--- src/rtl/alu_issue_pkg.sv ---
// Shared constants and types for the 16-bit ALU issue controller:
// opcodes, instruction field layout, FSM states, decode helpers.
package alu_issue_pkg;

  localparam int DATA_W = 16;
  localparam int REG_AW = 4;
  localparam int NREG   = 16;
  localparam int IMM_W  = 8;

  // Instruction field bit positions
  localparam int OP_HI  = 15;
  localparam int OP_LO  = 12;
  localparam int RD_HI  = 11;
  localparam int RD_LO  = 8;
  localparam int RS1_HI = 7;
  localparam int RS1_LO = 4;
  localparam int RS2_HI = 3;
  localparam int RS2_LO = 0;

  localparam logic [3:0] OP_ADD = 4'h0;
  localparam logic [3:0] OP_SUB = 4'h1;
  localparam logic [3:0] OP_AND = 4'h2;
  localparam logic [3:0] OP_OR  = 4'h3;
  localparam logic [3:0] OP_XOR = 4'h4;
  localparam logic [3:0] OP_NOT = 4'h5;
  localparam logic [3:0] OP_SHL = 4'h6;
  localparam logic [3:0] OP_SHR = 4'h7;
  localparam logic [3:0] OP_LDI = 4'h8;

  typedef enum logic {
    IDLE = 1'b0,
    EXEC = 1'b1
  } state_e;

  typedef struct packed {
    logic [3:0] op;
    logic [3:0] rd;
    logic [3:0] rs1;
    logic [3:0] rs2;
  } instr_t;

  // Opcodes 0-7 all go through the ALU
  function automatic logic is_alu_op(input logic [3:0] op);
    return (op[3] == 1'b0);
  endfunction

  function automatic logic is_ldi(input logic [3:0] op);
    return (op == OP_LDI);
  endfunction

endpackage

--- src/rtl/alu_issue_regfile.sv ---
// 16x16 register file: two async read ports, one async debug port,
// one sync write port, async active-high reset to all zeros.
// Ports: clk, rst, we/waddr/wdata (write), ra/rb (operand reads),
//        dbg_addr/dbg_data (debug read).
// Macro ALU_ISSUE_ZERO_REG_EN: r0 reads 0 and ignores writes.
module alu_issue_regfile
  import alu_issue_pkg::*;
(
  input  logic              clk,
  input  logic              rst,
  input  logic              we,
  input  logic [REG_AW-1:0] waddr,
  input  logic [DATA_W-1:0] wdata,
  input  logic [REG_AW-1:0] ra_addr,
  input  logic [REG_AW-1:0] rb_addr,
  input  logic [REG_AW-1:0] dbg_addr,
  output logic [DATA_W-1:0] ra_data,
  output logic [DATA_W-1:0] rb_data,
  output logic [DATA_W-1:0] dbg_data
);

  logic [DATA_W-1:0] rf_q [NREG];
  logic              we_eff;

`ifdef ALU_ISSUE_ZERO_REG_EN
  // r0 is never written, so it stays at its reset value of zero
  assign we_eff = we && (waddr != '0);
`else
  assign we_eff = we;
`endif

  always_ff @(posedge clk or posedge rst) begin
    if (rst) begin
      for (int i = 0; i < NREG; i++) begin
        rf_q[i] <= '0;
      end
    end else if (we_eff) begin
      rf_q[waddr] <= wdata;
    end
  end

  assign ra_data  = rf_q[ra_addr];
  assign rb_data  = rf_q[rb_addr];
  assign dbg_data = rf_q[dbg_addr];

endmodule

--- src/rtl/alu_issue_ctrl.sv ---
// Execute-stage issue controller: accepts an instruction over
// valid/ready, reads operands, drives the external combinational
// ALU, then writes result and flags back two cycles per instruction.
// Ports: clk, rst (async high); instr_valid/instr_ready/instr;
//        alu_a/alu_b/alu_op out, alu_result/alu_z/c/n/o in;
//        flags_q {Z,C,N,O}, done, err pulses; dbg_addr/dbg_data.
// Macro ALU_ISSUE_ZERO_REG_EN: r0 hardwired to zero.
module alu_issue_ctrl
  import alu_issue_pkg::*;
#(
  parameter int DATA_W = 16,
  parameter int REG_AW = 4
) (
  input  logic              clk,
  input  logic              rst,
  input  logic              instr_valid,
  output logic              instr_ready,
  input  logic [15:0]       instr,
  output logic [DATA_W-1:0] alu_a,
  output logic [DATA_W-1:0] alu_b,
  output logic [3:0]        alu_op,
  input  logic [DATA_W-1:0] alu_result,
  input  logic              alu_z,
  input  logic              alu_c,
  input  logic              alu_n,
  input  logic              alu_o,
  output logic [3:0]        flags_q,
  output logic              done,
  output logic              err,
  input  logic [REG_AW-1:0] dbg_addr,
  output logic [DATA_W-1:0] dbg_data
);

  instr_t ins;
  assign ins = instr_t'(instr);

  state_e            state_q, state_d;
  logic [DATA_W-1:0] a_q, b_q;
  logic [3:0]        op_q;
  logic [REG_AW-1:0] rd_q;
  logic [IMM_W-1:0]  imm_q;
  logic [3:0]        flags_r_q, flags_r_d;
  logic              done_q, done_d;
  logic              err_q, err_d;
  logic              accept;

  logic              we;
  logic [DATA_W-1:0] wdata;
  logic [DATA_W-1:0] ra_data, rb_data;

  alu_issue_regfile u_rf (
    .clk      (clk),
    .rst      (rst),
    .we       (we),
    .waddr    (rd_q),
    .wdata    (wdata),
    .ra_addr  (ins.rs1),
    .rb_addr  (ins.rs2),
    .dbg_addr (dbg_addr),
    .ra_data  (ra_data),
    .rb_data  (rb_data),
    .dbg_data (dbg_data)
  );

  always_comb begin
    state_d     = state_q;
    instr_ready = 1'b0;
    accept      = 1'b0;
    we          = 1'b0;
    wdata       = alu_result;
    flags_r_d   = flags_r_q;
    done_d      = 1'b0;
    err_d       = 1'b0;
    unique case (state_q)
      IDLE: begin
        instr_ready = 1'b1;
        if (instr_valid) begin
          accept  = 1'b1;
          state_d = EXEC;
        end
      end
      EXEC: begin
        state_d = IDLE;
        done_d  = 1'b1;
        unique case (1'b1)
          is_alu_op(op_q): begin
            we        = 1'b1;
            flags_r_d = {alu_z, alu_c, alu_n, alu_o};
          end
          is_ldi(op_q): begin
            we    = 1'b1;
            wdata = {{(DATA_W-IMM_W){1'b0}}, imm_q};
          end
          default: err_d = 1'b1;
        endcase
      end
      default: state_d = IDLE;
    endcase
  end

  always_ff @(posedge clk or posedge rst) begin
    if (rst) begin
      state_q   <= IDLE;
      flags_r_q <= '0;
      done_q    <= 1'b0;
      err_q     <= 1'b0;
    end else begin
      state_q   <= state_d;
      flags_r_q <= flags_r_d;
      done_q    <= done_d;
      err_q     <= err_d;
    end
  end

  // Operands are sampled at accept, so rd==rs hazards use old values
  always_ff @(posedge clk or posedge rst) begin
    if (rst) begin
      a_q   <= '0;
      b_q   <= '0;
      op_q  <= '0;
      rd_q  <= '0;
      imm_q <= '0;
    end else if (accept) begin
      a_q   <= ra_data;
      b_q   <= rb_data;
      op_q  <= ins.op;
      rd_q  <= ins.rd;
      imm_q <= {ins.rs1, ins.rs2};
    end
  end

  assign alu_a   = a_q;
  assign alu_b   = b_q;
  assign alu_op  = op_q;
  assign flags_q = flags_r_q;
  assign done    = done_q;
  assign err     = err_q;

endmodule

--- config.mk ---
export PLATFORM = sky130hd
export DESIGN_NAME = alu_issue_ctrl
export DESIGN_NICKNAME = d
export VERILOG_FILES = /design/src/rtl/alu_issue_pkg.sv /design/src/rtl/alu_issue_regfile.sv /design/src/rtl/alu_issue_ctrl.sv
export SDC_FILE = /design/constraint.sdc
export NUM_CORES = 1
export LEC_CHECK = 0
export ABC_CLOCK_PERIOD_IN_PS = 20700
export CAP_MARGIN = 20
export CELL_PAD_IN_SITES_DETAIL_PLACEMENT = 1
export CELL_PAD_IN_SITES_GLOBAL_PLACEMENT = 1
export CORE_MARGIN = 2
export CORE_UTILIZATION = 53
export DETAILED_ROUTE_END_ITERATION = 6
export PLACE_DENSITY = 0.86
export SYNTH_ARGS = -nofsm -noshare
export SYNTH_HDL_FRONTEND = slang
export SYNTH_SLANG_ARGS = --single-unit
--- constraint.sdc ---
create_clock -name clk -period 20.7 [get_ports clk]
set_input_delay 4.14 -clock clk [delete_from_list [all_inputs] [get_ports clk]]
set_output_delay 4.14 -clock clk [all_outputs]
set_load 0.1 [all_outputs]
==> Word-level counts from Yosys, hierarchy flattened <==
Index checks and enable logic that the tools add are counted.
{ "totals": {"ff_bits": 311, "out_inout_bits": 59} }
{ "op_classes": {"magnitude_cmp": 5, "eq_ne": 1, "n_mux": 23, "n_bitwise": 6, "reduce_logical": 3} }
{ "op_table": {"columns": ["operator", "count"], "rows": [
  ["bitwise mux 256 bit", 1],
  ["binary-select mux 16 bit (select 4 bit)", 3],
  ["two-way mux 16 bit", 9],
  ["demux 16 bit (select 4 bit)", 1],
  [">= comparator 5 bit, second input constant", 4],
  ["NOT 4 -> 5 bit", 4],
  ["two-way mux 1 bit", 8],
  ["less-than comparator 5 x 1 -> 1 bit, second input constant", 1],
  ["equality test 4 bit, second input constant", 1],
  ["NOT 1 bit", 2],
  ["one-hot mux 1 bit (2 select lines)", 1],
  ["AND reduction 2 bit", 1],
  ["OR reduction 2 bit", 1],
  ["logical AND 1 bit", 1]
]} }

==> Longest topological paths before layout <==
{ "depth": {"word_depth": 6, "ltp_mapped": 7, "mapped_depth_nobuf": 6} }

==> Cells and area by module <==
Synthesis repeated with hierarchy kept, for this count alone.
{ "unflattened": {"hier_cells": 1125, "area_unflattened_um2": 17438.0} }
{ "by_module_without_submodules": {"columns": ["mod", "n_inst", "cells_each", "area_each_um2", "seq_area_each_um2"], "rows": [
  ["alu_issue_regfile", 1, 986, 15230.9, 6406.1],
  ["alu_issue_ctrl", 1, 139, 2207.1, 1376.3]
]} }

==> Least setup slack after synthesis <==
OpenSTA, ideal clock, no wires.
{ "synth_timing": {"path_kind": "input to output", "startpoint": "input port dbg_addr[1]", "endpoint": "output port dbg_data[0]", "arrival_time_ps": 5863, "setup_slack_ps": 10697, "path_stages": 4, "path_buffers": 2, "path_cell_list": "clkbuf_1 buf_1 mux4_2 mux4_2"} }
{ "synth_via": {"elab_chain_cells": 4} }
{ "synth_rtl": {"columns": ["item", "line_no", "source"], "rows": [
  ["from (decl)", "alu_issue_ctrl.sv:30", "input logic [REG_AW-1:0] dbg_addr,"],
  ["NOT 4 -> 5 bit (implied by the code)", "alu_issue_regfile.sv:44", "assign dbg_data = rf_q[dbg_addr];"],
  ["binary-select mux 16 bit (select 4 bit)", "alu_issue_regfile.sv:44", null],
  ["two-way mux 16 bit (implied by the code) (2 in series)", "alu_issue_regfile.sv:44", null],
  ["to (decl)", "alu_issue_ctrl.sv:31", "output logic [DATA_W-1:0] dbg_data"]
]} }
No other way between the ends. The select of a mux whose other input is x is not followed.

==> Worst setup path in the final report <==
{ "layout_timing": {"startpoint": "input port dbg_addr[0]", "endpoint": "output port dbg_data[2]"} }
Same word-level chain as after synthesis.

==> flow_results.xml <==
<?xml version="1.0" encoding="UTF-8"?>
<metrics>
  <group name="run_status">
    <metric name="run_status" unit="">completed</metric>
  </group>
  <group name="floorplan">
    <metric name="die_width" unit="µm">186</metric>
    <metric name="core.rowCount" unit="">66</metric>
    <metric name="core_region_area" unit="µm²">32600</metric>
    <metric name="initial_utilization" unit="%">54.1</metric>
    <metric name="dieHeight" unit="µm">186</metric>
    <metric name="dieArea" unit="µm²">34800</metric>
    <metric name="io-pin-count" unit="">102</metric>
  </group>
  <group name="job">
    <metric name="count_of_max_cap_constraint_violations" unit="">0</metric>
  </group>
  <group name="drt">
    <metric name="dr_wl_cell" unit="µm">31.6</metric>
    <metric name="count_of_vias_placed_by_the_detailed_router" unit="">15000</metric>
    <metric name="detail_route.vias_per_cell" unit="">7.18</metric>
    <metric name="residual_drc_count" unit="">0</metric>
    <metric name="final_antenna_net_count" unit="">0</metric>
    <metric name="dr.first_iter.drc_count" unit="">1748</metric>
    <metric name="detailed_route_wire_length" unit="mm">66.0</metric>
    <metric name="drt_pass1_iterations" unit="">5</metric>
  </group>
  <group name="setup_path">
    <metric name="cp_max_fo" unit="">38</metric>
    <metric name="critical-path-max-stage-delay" unit="ps">990</metric>
    <metric name="crit_required" unit="ps">16560</metric>
    <metric name="worstSetupStartpointType" unit="">primary input</metric>
    <metric name="cells_on_worst_reg2reg_path" unit="">6</metric>
    <metric name="r2r_end" unit="">alu_b[13]</metric>
    <metric name="worst_setup_path_end_kind" unit="">output port</metric>
    <metric name="timing_worst_setup_path_type" unit="">primary input to output port</metric>
    <metric name="critical-path-slowest-cell" unit="">sky130_fd_sc_hd__clkdlybuf4s50_1</metric>
    <metric name="critical_path.cell_chain" unit="">buf_4, buf_4, mux4_2, mux4_2, clkdlybuf4s50_1</metric>
    <metric name="reg2reg_from" unit="">state_q</metric>
    <metric name="setup.reg_to_reg.worst_slack" unit="ps">17690</metric>
    <metric name="arrival_time_at_the_worst_endpoint" unit="ps">7570</metric>
  </group>
  <group name="global_routing">
    <metric name="number_of_antenna_violations_at_the_first_check_in_global_routing" unit="">3</metric>
    <metric name="grt_start_max_net_pins" unit="">169</metric>
    <metric name="global_route_wire_length_before_repair" unit="mm">99.9</metric>
    <metric name="gr-usage-met1" unit="%">46.7</metric>
    <metric name="globalRouteMet2Util" unit="%">62.3</metric>
    <metric name="globalRouteTotalUtil" unit="%">38.2</metric>
    <metric name="use_met3" unit="%">7.90</metric>
    <metric name="via_count_of_the_first_global_routing_pass" unit="">16300</metric>
    <metric name="grt.overflow.total" unit="">0</metric>
    <metric name="grt_busiest_layer" unit="">met2</metric>
  </group>
  <group name="power_and_ir_drop">
    <metric name="p_per_area" unit="nW/µm²">154</metric>
    <metric name="p_comb_share" unit="%">38.6</metric>
    <metric name="clockPowerShare" unit="%">21.6</metric>
    <metric name="leakagePower" unit="nW">8.74</metric>
    <metric name="power.ir.vdd_worst" unit="mV">0.134</metric>
    <metric name="pwr-share-seq" unit="%">39.7</metric>
    <metric name="cellInternalPower" unit="W">0.00176</metric>
    <metric name="net-switching-power" unit="W">0.00132</metric>
    <metric name="p_sw_share" unit="%">42.9</metric>
  </group>
  <group name="final_layout">
    <metric name="commonest_cells_after_routing_fill_and_taps_aside" unit="">351 x sky130_fd_sc_hd__nand2_1, 311 x sky130_fd_sc_hd__dfrtp_1, 169 x sky130_fd_sc_hd__mux2i_1</metric>
    <metric name="final_net_count" unit="">1665</metric>
    <metric name="design_area" unit="µm²">19900</metric>
    <metric name="final-instance-count-excl-fill" unit="">2088</metric>
    <metric name="layout.area.seq" unit="µm²">7780</metric>
    <metric name="post_route_cells_drive_above_1_share" unit="%">19.1</metric>
    <metric name="fillerInstances" unit="">3381</metric>
    <metric name="multi_input_area" unit="µm²">9020</metric>
    <metric name="final_common_cell" unit="">sky130_fd_sc_hd__nand2_1</metric>
    <metric name="areaGrowthSynthToFinish" unit="%">12.9</metric>
  </group>
  <group name="sta">
    <metric name="fin_worst_hold_slack" unit="ps">487</metric>
    <metric name="timing.final.max_slew_violations" unit="">0</metric>
    <metric name="maxClockFrequency" unit="MHz">85.4</metric>
    <metric name="fin_crit_sh" unit="%">56.6</metric>
    <metric name="rsz0062_at_grt" unit="">no</metric>
    <metric name="final.min_clock_period" unit="ps">11710</metric>
    <metric name="finClkSkew" unit="ps">15.7</metric>
    <metric name="final_report_hold_violation_count" unit="">0</metric>
    <metric name="timing.setup.tns" unit="ps">0</metric>
    <metric name="post-route-worst-setup-slack" unit="ps">8990</metric>
    <metric name="finalSetupViolations" unit="">0</metric>
    <metric name="slew-limit-headroom" unit="%">23.3</metric>
    <metric name="max_slew.worst_pin.slew" unit="ps">1150</metric>
  </group>
  <group name="clock_tree">
    <metric name="clk_pin_slew" unit="ps">60</metric>
    <metric name="clock_tree.htree_level_count" unit="">2</metric>
    <metric name="tritoncts_clock_tree" unit="">done</metric>
    <metric name="tritoncts_num_sinks" unit="">311</metric>
    <metric name="post_cts_buffers" unit="">0</metric>
    <metric name="post_cts_resized" unit="">0</metric>
    <metric name="ctsRootBufferMaster" unit="">sky130_fd_sc_hd__clkbuf_16</metric>
    <metric name="post_cts_hold_buffer_count" unit="">0</metric>
    <metric name="clk_latency" unit="ps">550</metric>
    <metric name="cts-buffers-inserted" unit="">37</metric>
    <metric name="cts-root-to-sink-buffers" unit="">3</metric>
  </group>
  <group name="worst_hold_path">
    <metric name="hold_path_class" unit="">register to register</metric>
    <metric name="timing.hold.worst_path_depth" unit="">1</metric>
    <metric name="min_delay_worst_endpoint" unit="">imm_q[7]</metric>
    <metric name="hp-start" unit="">imm_q[7]</metric>
  </group>
  <group name="yosys">
    <metric name="ys.flop_type" unit="">sky130_fd_sc_hd__dfrtp_1</metric>
    <metric name="synth-edff-count" unit="">0</metric>
    <metric name="post_synth.cell_area_avg" unit="µm²">11.1</metric>
    <metric name="synthTopCellsByArea" unit="">sky130_fd_sc_hd__dfrtp_1 44%, sky130_fd_sc_hd__mux4_2 17%, sky130_fd_sc_hd__mux2i_1 9.6%</metric>
    <metric name="post_synth_fa_ha_maj_area_fraction" unit="%">0</metric>
    <metric name="synth.cell_area" unit="µm²">17600</metric>
    <metric name="yosysUniqueCellTypes" unit="">42</metric>
    <metric name="synthSimpleGateAreaFrac" unit="%">10.8</metric>
    <metric name="synth_compound_area_share" unit="%">12.6</metric>
    <metric name="synth_top_area_share" unit="%">44.1</metric>
    <metric name="synth.ff_latch_count" unit="">311</metric>
    <metric name="cell_accounting_for_the_most_synthesized_area" unit="">sky130_fd_sc_hd__dfrtp_1</metric>
    <metric name="syn-num-nets" unit="">1639</metric>
    <metric name="syn_inst" unit="">1596</metric>
    <metric name="synth.yosys.seq_area_share" unit="%">44.1</metric>
    <metric name="ys_async_sr_fraction" unit="%">100</metric>
    <metric name="dominant_combinational_cell_family_by_area_after_synthesis" unit="">multiplexers</metric>
    <metric name="synth-xor-area-share" unit="%">0</metric>
    <metric name="ys_warn_count" unit="">0</metric>
    <metric name="synthMuxAreaShare" unit="%">27.7</metric>
  </group>
  <group name="placement">
    <metric name="hpwlAfterDp" unit="mm">38.5</metric>
    <metric name="gp_routability_congestion" unit="">0.885</metric>
    <metric name="placement.io_buffers" unit="">101</metric>
    <metric name="dpl_cell_area" unit="µm²">18700</metric>
    <metric name="pre_cts_ws" unit="ps">9000</metric>
    <metric name="placed_cells_incl_taps" unit="">2023</metric>
  </group>
</metrics>
==> critical path: cells and delay by family <==
kind / cells / cell delay (ps)
buffers and inverters: 3 / 2180
muxes: 2 / 1150
==> layer usage <==
| metal | up-vias | routed length, µm |
|---|---|---|
| met5 | - | 0 |
| met2 | 1107 | 31900 |
| met3 | 317 | 6540 |
| met1 | 7651 | 23200 |
| met4 | 0 | 4360 |
| li1 | 5925 | - |
==> layout make-up <==
type	instances	area share, %
Inverter	4	0.113
Timing Repair Buffer	142	6.66
Sequential cell	311	39.1
Multi-Input combinational cell	1126	45.3
Antenna cell	1	0.0126
Clock buffer	49	5.34
Tap cell	442	2.78
Clock inverter	13	0.747
==> flip-flops by register name, summed over array words and instances, names as in the netlist <==
| name | cells |
|---|---|
| u_rf.rf_q | 256 |
| done | 1 |
| alu_b | 16 |
| flags_q | 4 |
| alu_a | 16 |
| alu_op | 4 |
| imm_q | 8 |
| err | 1 |
| rd_q | 4 |
| state_q | 1 |
==> Yosys cell counts (15+ instances only) <==
master and count:
sky130_fd_sc_hd__dfrtp_1 311, sky130_fd_sc_hd__a22oi_1 43, sky130_fd_sc_hd__buf_2 43, sky130_fd_sc_hd__nand4_1 22, sky130_fd_sc_hd__o21ai_0 166, sky130_fd_sc_hd__mux2i_1 169
sky130_fd_sc_hd__a32oi_1 17, sky130_fd_sc_hd__a21oi_1 22, sky130_fd_sc_hd__buf_6 21, sky130_fd_sc_hd__o21ai_2 44, sky130_fd_sc_hd__clkbuf_2 15, sky130_fd_sc_hd__nand2_1 352
sky130_fd_sc_hd__o21ai_1 62, sky130_fd_sc_hd__clkbuf_1 60, sky130_fd_sc_hd__mux4_2 137
==> metrics by stage <==
stage          util (%)  power [W]
2_1_floorplan         -    0.00198
3_3_place_gp       57.2    0.00226
3_5_place_dp       57.2    0.00236
4_1_cts            61.0    0.00305
5_1_grt            61.1    0.00319
6_report           61.1    0.00307
==> power by group through the flow <==
stage	combinational, W	clock, W	sequential [W]
global route	0.00126	0.000691	0.00124
detailed placement	0.00116	0	0.00120
finish	0.00119	0.000664	0.00122
floorplan	0.000755	0	0.00123
global placement	0.00109	0	0.00117
CTS	0.00118	0.000667	0.00120
==> worst max-delay path by stage <==
stage,from,end,slack [ps],cells past startpoint
6_report,dbg_addr[0],dbg_data[2],8990,5
5_1_grt,dbg_addr[0],dbg_data[2],8820,5
4_1_cts,dbg_addr[0],dbg_data[1],8990,5
3_5_place_dp,dbg_addr[0],dbg_data[5],9000,5
3_3_place_gp,dbg_addr[0],dbg_data[1],9100,5
2_1_floorplan,rst,alu_a[0],7960,1
==> cells by family (layout without fill, tap and decap cells) <==
logic type,count (synthesis),after routing
other,0,1
multiplexers,313,313
flip-flops,311,311
buffers and inverters,159,208
AO/OA/AOI/OAI,369,369
AND/OR/NAND/NOR,444,444
(Power assumes the default switching activity.)
